`src/rtl/approx_err_pkg.sv`:
```
// rtl/approx_err_pkg.sv - shared widths, FSM state codes and saturation masks for the ED accumulator
package approx_err_pkg;

   localparam int OP_W_DEF  = 8;
   localparam int CNT_W_DEF = 16;
   localparam int SUM_W_DEF = 32;

   localparam logic [1:0] ST_IDLE  = 2'd0;
   localparam logic [1:0] ST_RUN   = 2'd1;
   localparam logic [1:0] ST_DRAIN = 2'd2;
   localparam logic [1:0] ST_DONE  = 2'd3;

   localparam logic [SUM_W_DEF-1:0]   SUM_SAT_DEF    = '1;
   localparam logic [2*SUM_W_DEF-1:0] SUM_SQ_SAT_DEF = '1;

endpackage

```
`src/rtl/approx_err_accum_if.sv`:
```
// rtl/approx_err_accum_if.sv - sample stream (a, b, approximate y) with valid/ready handshake
interface approx_err_accum_if #(
   parameter int OP_W = 8
);
   logic                in_valid;
   logic                in_ready;
   logic [OP_W-1:0]     in_a;
   logic [OP_W-1:0]     in_b;
   logic [2*OP_W-1:0]   in_y;

   modport master (output in_valid, output in_a, output in_b, output in_y, input in_ready);
   modport slave  (input in_valid, input in_a, input in_b, input in_y, output in_ready);
endinterface

```
`src/rtl/approx_ed_unit.sv`:
```
// rtl/approx_ed_unit.sv - combinational exact product and error distance |a*b - y|
module approx_ed_unit #(
   parameter int OP_W = 8
) (
   input  logic [OP_W-1:0]   a_i,
   input  logic [OP_W-1:0]   b_i,
   input  logic [2*OP_W-1:0] y_i,
   output logic [2*OP_W-1:0] ed_o
);
   logic [2*OP_W-1:0] prod;

   assign prod = {{OP_W{1'b0}}, a_i} * {{OP_W{1'b0}}, b_i};
   assign ed_o = (prod >= y_i) ? (prod - y_i) : (y_i - prod);
endmodule

```
`src/rtl/approx_err_accum.sv`:
```
// rtl/approx_err_accum.sv - error-distance statistics over N samples; APPROX_ERR_SQ_EN adds sum of ED^2
module approx_err_accum
   import approx_err_pkg::*;
#(
   parameter int OP_W  = OP_W_DEF,
   parameter int CNT_W = CNT_W_DEF,
   parameter int SUM_W = SUM_W_DEF
) (
   input  logic                 clk,
   input  logic                 rst,
   input  logic                 start_i,
   input  logic [CNT_W-1:0]     n_samples_i,
   approx_err_accum_if.slave    s_if,
   output logic                 busy_o,
   output logic                 done_o,
   output logic [CNT_W-1:0]     sample_count_o,
   output logic [CNT_W-1:0]     err_count_o,
   output logic [SUM_W-1:0]     sum_ed_o,
   output logic [2*OP_W-1:0]    max_ed_o
`ifdef APPROX_ERR_SQ_EN
  ,output logic [2*SUM_W-1:0]   sum_sq_ed_o
`endif
);
   localparam int P_W = 2*OP_W;

   logic [1:0]       state_q, state_d;
   logic [CNT_W-1:0] n_q, n_d;
   logic [CNT_W-1:0] accepted_q, accepted_d;
   logic             in_ready_q, in_ready_d;
   logic             busy_q, done_q;
   logic             clear;
   logic             accept;
   logic             pipe_empty;

   logic [P_W-1:0]   ed;
   logic             s1_vld_q;
   logic [P_W-1:0]   s1_ed_q;
   logic             acc_vld;
   logic [P_W-1:0]   acc_ed;

   logic [CNT_W-1:0] cnt_q, err_q;
   logic [SUM_W-1:0] sum_q, sum_d;
   logic [SUM_W:0]   sum_ext;
   logic [P_W-1:0]   max_q;

   approx_ed_unit #(.OP_W(OP_W)) u_ed (
      .a_i  (s_if.in_a),
      .b_i  (s_if.in_b),
      .y_i  (s_if.in_y),
      .ed_o (ed)
   );

   assign accept        = s_if.in_valid & in_ready_q;
   assign s_if.in_ready = in_ready_q;

`ifdef APPROX_ERR_SQ_EN
   // Extra stage squares ED so the multiplier is not in series with the accumulator adders.
   logic                 s2_vld_q;
   logic [P_W-1:0]       s2_ed_q;
   logic [2*P_W-1:0]     s2_sq_q;
   logic [2*SUM_W-1:0]   sq_sum_q, sq_sum_d;
   logic [2*SUM_W:0]     sq_ext;

   always_ff @(posedge clk) begin
      if (rst) begin
         s2_vld_q <= 1'b0;
         s2_ed_q  <= '0;
         s2_sq_q  <= '0;
      end else begin
         s2_vld_q <= s1_vld_q;
         s2_ed_q  <= s1_ed_q;
         s2_sq_q  <= {{P_W{1'b0}}, s1_ed_q} * {{P_W{1'b0}}, s1_ed_q};
      end
   end

   assign acc_vld    = s2_vld_q;
   assign acc_ed     = s2_ed_q;
   assign pipe_empty = !s1_vld_q && !s2_vld_q;
   assign sq_ext     = {1'b0, sq_sum_q} + {{(2*SUM_W+1-2*P_W){1'b0}}, s2_sq_q};
   assign sq_sum_d   = sq_ext[2*SUM_W] ? '1 : sq_ext[2*SUM_W-1:0];

   always_ff @(posedge clk) begin
      if (rst || clear) begin
         sq_sum_q <= '0;
      end else if (acc_vld) begin
         sq_sum_q <= sq_sum_d;
      end
   end

   assign sum_sq_ed_o = sq_sum_q;
`else
   assign acc_vld    = s1_vld_q;
   assign acc_ed     = s1_ed_q;
   assign pipe_empty = !s1_vld_q;
`endif

   always_comb begin
      state_d    = state_q;
      n_d        = n_q;
      accepted_d = accepted_q;
      in_ready_d = 1'b0;
      clear      = 1'b0;
      case (state_q)
         ST_IDLE, ST_DONE: begin
            if (start_i) begin
               clear      = 1'b1;
               accepted_d = '0;
               n_d        = n_samples_i;
               if (n_samples_i == '0) begin
                  state_d = ST_DONE;
               end else begin
                  state_d    = ST_RUN;
                  in_ready_d = 1'b1;
               end
            end
         end
         ST_RUN: begin
            if (accept) begin
               accepted_d = accepted_q + CNT_W'(1);
            end
            in_ready_d = (accepted_d < n_q);
            if (!in_ready_d) begin
               state_d = ST_DRAIN;
            end
         end
         default: begin
            // No new samples enter in DRAIN, so an empty pipeline means the last update has landed.
            if (pipe_empty) begin
               state_d = ST_DONE;
            end
         end
      endcase
   end

   always_ff @(posedge clk) begin
      if (rst) begin
         state_q    <= ST_IDLE;
         n_q        <= '0;
         accepted_q <= '0;
         in_ready_q <= 1'b0;
         busy_q     <= 1'b0;
         done_q     <= 1'b0;
         s1_vld_q   <= 1'b0;
         s1_ed_q    <= '0;
      end else begin
         state_q    <= state_d;
         n_q        <= n_d;
         accepted_q <= accepted_d;
         in_ready_q <= in_ready_d;
         busy_q     <= (state_d == ST_RUN) || (state_d == ST_DRAIN);
         done_q     <= (state_d == ST_DONE);
         s1_vld_q   <= accept;
         s1_ed_q    <= ed;
      end
   end

   assign sum_ext = {1'b0, sum_q} + {{(SUM_W+1-P_W){1'b0}}, acc_ed};
   assign sum_d   = sum_ext[SUM_W] ? '1 : sum_ext[SUM_W-1:0];

   always_ff @(posedge clk) begin
      if (rst || clear) begin
         cnt_q <= '0;
         err_q <= '0;
         sum_q <= '0;
         max_q <= '0;
      end else if (acc_vld) begin
         cnt_q <= cnt_q + CNT_W'(1);
         err_q <= err_q + CNT_W'(acc_ed != '0);
         sum_q <= sum_d;
         if (acc_ed > max_q) begin
            max_q <= acc_ed;
         end
      end
   end

   assign busy_o         = busy_q;
   assign done_o         = done_q;
   assign sample_count_o = cnt_q;
   assign err_count_o    = err_q;
   assign sum_ed_o       = sum_q;
   assign max_ed_o       = max_q;
endmodule

```
`src/flat_wrapper.sv`:
```
// flat-port wrapper written by rule: the top's interface ports become plain ports
module approx_err_accum_flat import approx_err_pkg::*;
#(
   parameter int OP_W  = OP_W_DEF,
   parameter int CNT_W = CNT_W_DEF,
   parameter int SUM_W = SUM_W_DEF
)
  (clk, rst, start_i, n_samples_i, busy_o, done_o, sample_count_o, err_count_o, sum_ed_o, max_ed_o, s_if_in_valid, s_if_in_a, s_if_in_b, s_if_in_y, s_if_in_ready);
  approx_err_accum_if #(.OP_W(OP_W)) s_if_i ();
  input  logic clk;
  input  logic rst;
  input  logic start_i;
  input  logic [CNT_W-1:0] n_samples_i;
  output logic busy_o;
  output logic done_o;
  output logic [CNT_W-1:0] sample_count_o;
  output logic [CNT_W-1:0] err_count_o;
  output logic [SUM_W-1:0] sum_ed_o;
  output logic [2*OP_W-1:0] max_ed_o;
  input wire logic [$bits(s_if_i.in_valid)-1:0] s_if_in_valid;
  input wire logic [$bits(s_if_i.in_a)-1:0] s_if_in_a;
  input wire logic [$bits(s_if_i.in_b)-1:0] s_if_in_b;
  input wire logic [$bits(s_if_i.in_y)-1:0] s_if_in_y;
  output wire logic [$bits(s_if_i.in_ready)-1:0] s_if_in_ready;
  assign s_if_i.in_valid = s_if_in_valid;
  assign s_if_i.in_a = s_if_in_a;
  assign s_if_i.in_b = s_if_in_b;
  assign s_if_i.in_y = s_if_in_y;
  assign s_if_in_ready = s_if_i.in_ready;
  approx_err_accum #(.OP_W(OP_W), .CNT_W(CNT_W), .SUM_W(SUM_W)) u_core (.clk(clk), .rst(rst), .start_i(start_i), .n_samples_i(n_samples_i), .s_if(s_if_i), .busy_o(busy_o), .done_o(done_o), .sample_count_o(sample_count_o), .err_count_o(err_count_o), .sum_ed_o(sum_ed_o), .max_ed_o(max_ed_o));
endmodule
```
`config.mk`:
```
export PLATFORM = sky130hd
export DESIGN_NAME = approx_err_accum_flat
export DESIGN_NICKNAME = d
export VERILOG_FILES = /design/src/rtl/approx_err_pkg.sv /design/src/rtl/approx_err_accum_if.sv /design/src/rtl/approx_ed_unit.sv /design/src/rtl/approx_err_accum.sv /design/src/flat_wrapper.sv
export SDC_FILE = /design/constraint.sdc
export NUM_CORES = 1
export LEC_CHECK = 0
export CORE_MARGIN = 1
export CORE_UTILIZATION = 35
export CTS_BUF_LIST = sky130_fd_sc_hd__clkbuf_8
export DETAILED_ROUTE_END_ITERATION = 16
export MAX_ROUTING_LAYER = met4
export PLACE_DENSITY_LB_ADDON = 0.08
export SYNTH_ARGS = -nofsm -noshare
export SYNTH_HDL_FRONTEND = slang
export SYNTH_SLANG_ARGS = --single-unit
```
`constraint.sdc`:
```
create_clock -name clk -period 12.5 [get_ports clk]
set_input_delay 3.75 -clock clk [delete_from_list [all_inputs] [get_ports clk]]
set_output_delay 3.75 -clock clk [all_outputs]
set_load 0.02 [all_outputs]
```
==> impl_metrics.py <==
metrics = {
    "global_routing": {
        "grtUsageMet3": 0.0253,
        "grt_pass1_wl_um": 43500,
        "grt-busiest-layer": "met2",
        "met2_usage": 0.278,
        "first_global_vias": 8717,
        "grtUsageMet1": 0.236,
        "track_usage": 0.176,
        "gr-total-overflow": 0,
        "antenna_found_initial": 0,
        "grt_max_degree": 62,
    },
    "placed_design": {
        "portBuffers": 134,
        "dp_slack_ns": 1.81,
        "place_area_um2": 12400,
        "post-dp-hpwl_um": 20400,
        "place_congestion": 0.830,
        "dp_cells": 1812,
    },
    "floorplanning": {
        "ioPinCount": 135,
        "rows": 63,
        "die_area_um2": 31400,
        "start_util": 0.359,
        "fp.dieW_um": 177,
        "die_y_um": 177,
        "core-area_um2": 30000,
    },
    "synth": {
        "synth.mux.area_fraction": 0.0262,
        "synth.avg_cell_area_um2": 8.13,
        "syn_inst": 1321,
        "syn_area_um2": 10700,
        "yosysUniqueCellTypes": 80,
        "synth_area_leaders": "dfxtp_1, ha_1, fa_1, a21oi_1, nor2_1",
        "synthXorXnorAreaFrac": 0.0677,
        "synth-main-ff-cell": "dfxtp_1",
        "synth-compound-area-share": 0.169,
        "synth_top_cell_by_area": "dfxtp_1",
        "synth-edff-count": 0,
        "ys_ff_latch": 134,
        "synth.top_cell.area_share": 0.250,
        "async_flop_share": 0,
        "synth-simple-area-share": 0.209,
        "yosysSeqAreaShare": 0.250,
        "synth_top_family_by_area": "adder cells",
        "syn_nets": 1533,
        "synthAdderAreaFrac": 0.214,
        "yosysWarnings": 0,
    },
    "cts": {
        "cts_tree": "yes",
        "postCtsHoldBufs": 0,
        "cts_setup_buffers": 0,
        "clock_sinks": 134,
        "h-tree-depth": 4,
        "cts_buffer_depth": 2,
        "path_clk_slew_ns": 0.08,
        "clkLatencyLatePin_ns": 0.45,
        "cts_root_buffer": "clkbuf_8",
        "cts_resized": 0,
        "cts_buffers": 17,
    },
    "worst_setup_path": {
        "reg2reg_depth": 15,
        "endpoint_kind": "flip-flop",
        "critPathArrivalTime_ns": 10.56,
        "crit_top_cell": "fa_1",
        "rr_startpoint": "u_core.accepted_q[0]",
        "critical_path_class": "input pin to flip-flop",
        "reg2reg_setup_slack_ns": 8.67,
        "worst_r2r_endpoint": "u_core.busy_o",
        "cp-start-kind": "input pin",
        "crit_path_end": "u_core.acc_ed[7]",
        "crit_required_ns": 12.81,
        "cp_slowest_cell": "a21oi_1",
        "crit_fanout": 15,
        "crit_start": "s_if_in_a[0]",
        "cp_slowest_stage_delay_ns": 0.90,
    },
    "drt": {
        "first_pass_iters": 7,
        "routed_wl_um": 26000,
        "drc": 0,
        "dr.first_iter.drc_count": 400,
        "wl_per_cell_um": 14.1,
        "num_vias": 9122,
        "viasPerCell": 4.94,
        "ant_nets": 0,
    },
    "final_layout": {
        "syn_to_final_growth_pct": 19.5,
        "postLayoutCoreUtil": 0.429,
        "drive_gt1_frac": 0.0488,
        "fin_area_um2": 12800,
        "final_common_cell": "nor2_1",
        "final_cells": 1845,
        "mostFrequentLayoutCells": "nor2_1, inv_1, dfxtp_1",
        "nets": 1653,
    },
    "timing": {
        "fin_crit_sh": 0.820,
        "fin_ws_ns": 2.25,
        "tightest_slew_ns": 1.17,
        "finalSetupTns_ns": 0,
        "fmax_mhz": 97.6,
        "hold_ws_ns": 0.457,
        "skew_ns": 0.0139,
        "min_period_ns": 10.25,
        "rsz0062_at_grt": "no",
        "setup_viol_count_final": 0,
        "finalHoldViolations": 0,
        "max_slew_margin": 0.217,
        "slew_viol_final": 0,
    },
    "power_and_ir_drop": {
        "peakVddDrop_uv": 113,
        "powerDensity_nw_per_um2": 184,
        "power_leakage_nw": 5.57,
        "power_mw": 2.36,
    },
    "hold_path": {
        "hp-class": "flip-flop to flip-flop",
    },
    "run": {
        "maxCapViolations": 0,
    },
    "status": {
        "status": "finished, final reports clean",
    },
}
report_power, final:
| group | switching [mW] | internal [mW] | total [mW] |
|---|---|---|---|
| Clock | 0.187 | 0.190 | 0.377 |
| Sequential | 0.0530 | 0.475 | 0.528 |
| Combinational | 0.843 | 0.611 | 1.45 |
sequential cells by signal, indices dropped and copies added, names as in the netlist:
signal	flops
u_core.state_q	2
u_core.acc_vld	1
u_core.busy_o	1
u_core.n_q	16
u_core.max_ed_o	16
u_core.acc_ed	16
u_core.accepted_q	16
u_core.sample_count_o	16
u_core.done_o	1
u_core.err_count_o	16
u_core.s_if.in_ready	1
u_core.sum_ed_o	32
cells in the mapped netlist, types with 3 or more instances:
cell,number
nor2_1,136
inv_1,135
dfxtp_1,134
ha_1,121
nand2_1,108
a21oi_1,105
and2_1,62
o21ai_0,44
xnor2_1,44
fa_1,39
xor2_1,39
nor3_1,31
nand3_1,30
a21o_1,29
mux2i_1,27
clkbuf_1,21
nor2b_1,18
a211oi_1,16
nand4_1,16
and3_1,13
o21a_1,12
nor4_1,10
o21ai_1,10
or3_1,10
buf_2,9
o211ai_1,9
nand2b_1,6
a22oi_1,5
or2_2,5
a31oi_1,4
a211oi_2,3
a21oi_2,3
a41oi_1,3
buf_1,3
buf_4,3
o22ai_1,3
o31ai_1,3
metal layers:
layer / wire length (µm) / vias to the layer above
li1: - / 4751
met5: 0 / -
met1: 13200 / 4252
met3: 658 / 12
met4: 179 / 0
met2: 12000 / 107
worst min path at each step:
| stage | from | endpoint | slack [ns] | cells past startpoint |
|---|---|---|---|---|
| finish | u_core.n_q[12] | u_core.n_q[12] | 0.46 | 2 |
| global route | u_core.n_q[12] | u_core.n_q[12] | 0.47 | 2 |
| CTS | u_core.n_q[9] | u_core.n_q[9] | 0.46 | 2 |
| detailed placement | u_core.n_q[9] | u_core.n_q[9] | 0.45 | 2 |
| global placement | u_core.n_q[11] | u_core.n_q[11] | 0.44 | 2 |
| floorplan | u_core.n_q[10] | u_core.n_q[10] | 0.44 | 2 |
cells by family after synthesis:
group,after synthesis
XOR/XNOR,83
adder cells (fa/ha/maj),160
multiplexers,28
AO/OA/AOI/OAI,280
flip-flops,134
AND/OR/NAND/NOR,461
buffers and inverters,175
layout make-up:
type	instances	area, µm²
diodes	1	2.50
clock buffers	19	262
clock inverters	13	145
fillers	3122	17100
inverters	136	510
multi-input cells	1012	7370
flip-flops and latches	134	2680
well taps	390	488
repair buffers	140	1380
critical path: cells and delay by family:
kind,cells,cell delay (ns)
adders and majority gates,6,2.85
AOI/OAI and AO/OA,8,2.20
xor gates and xnor gates,2,0.28
buffers and inverters,4,0.75
and+or+nand+nor,5,0.70
No activity file was read; power rests on OpenSTA's default activity.
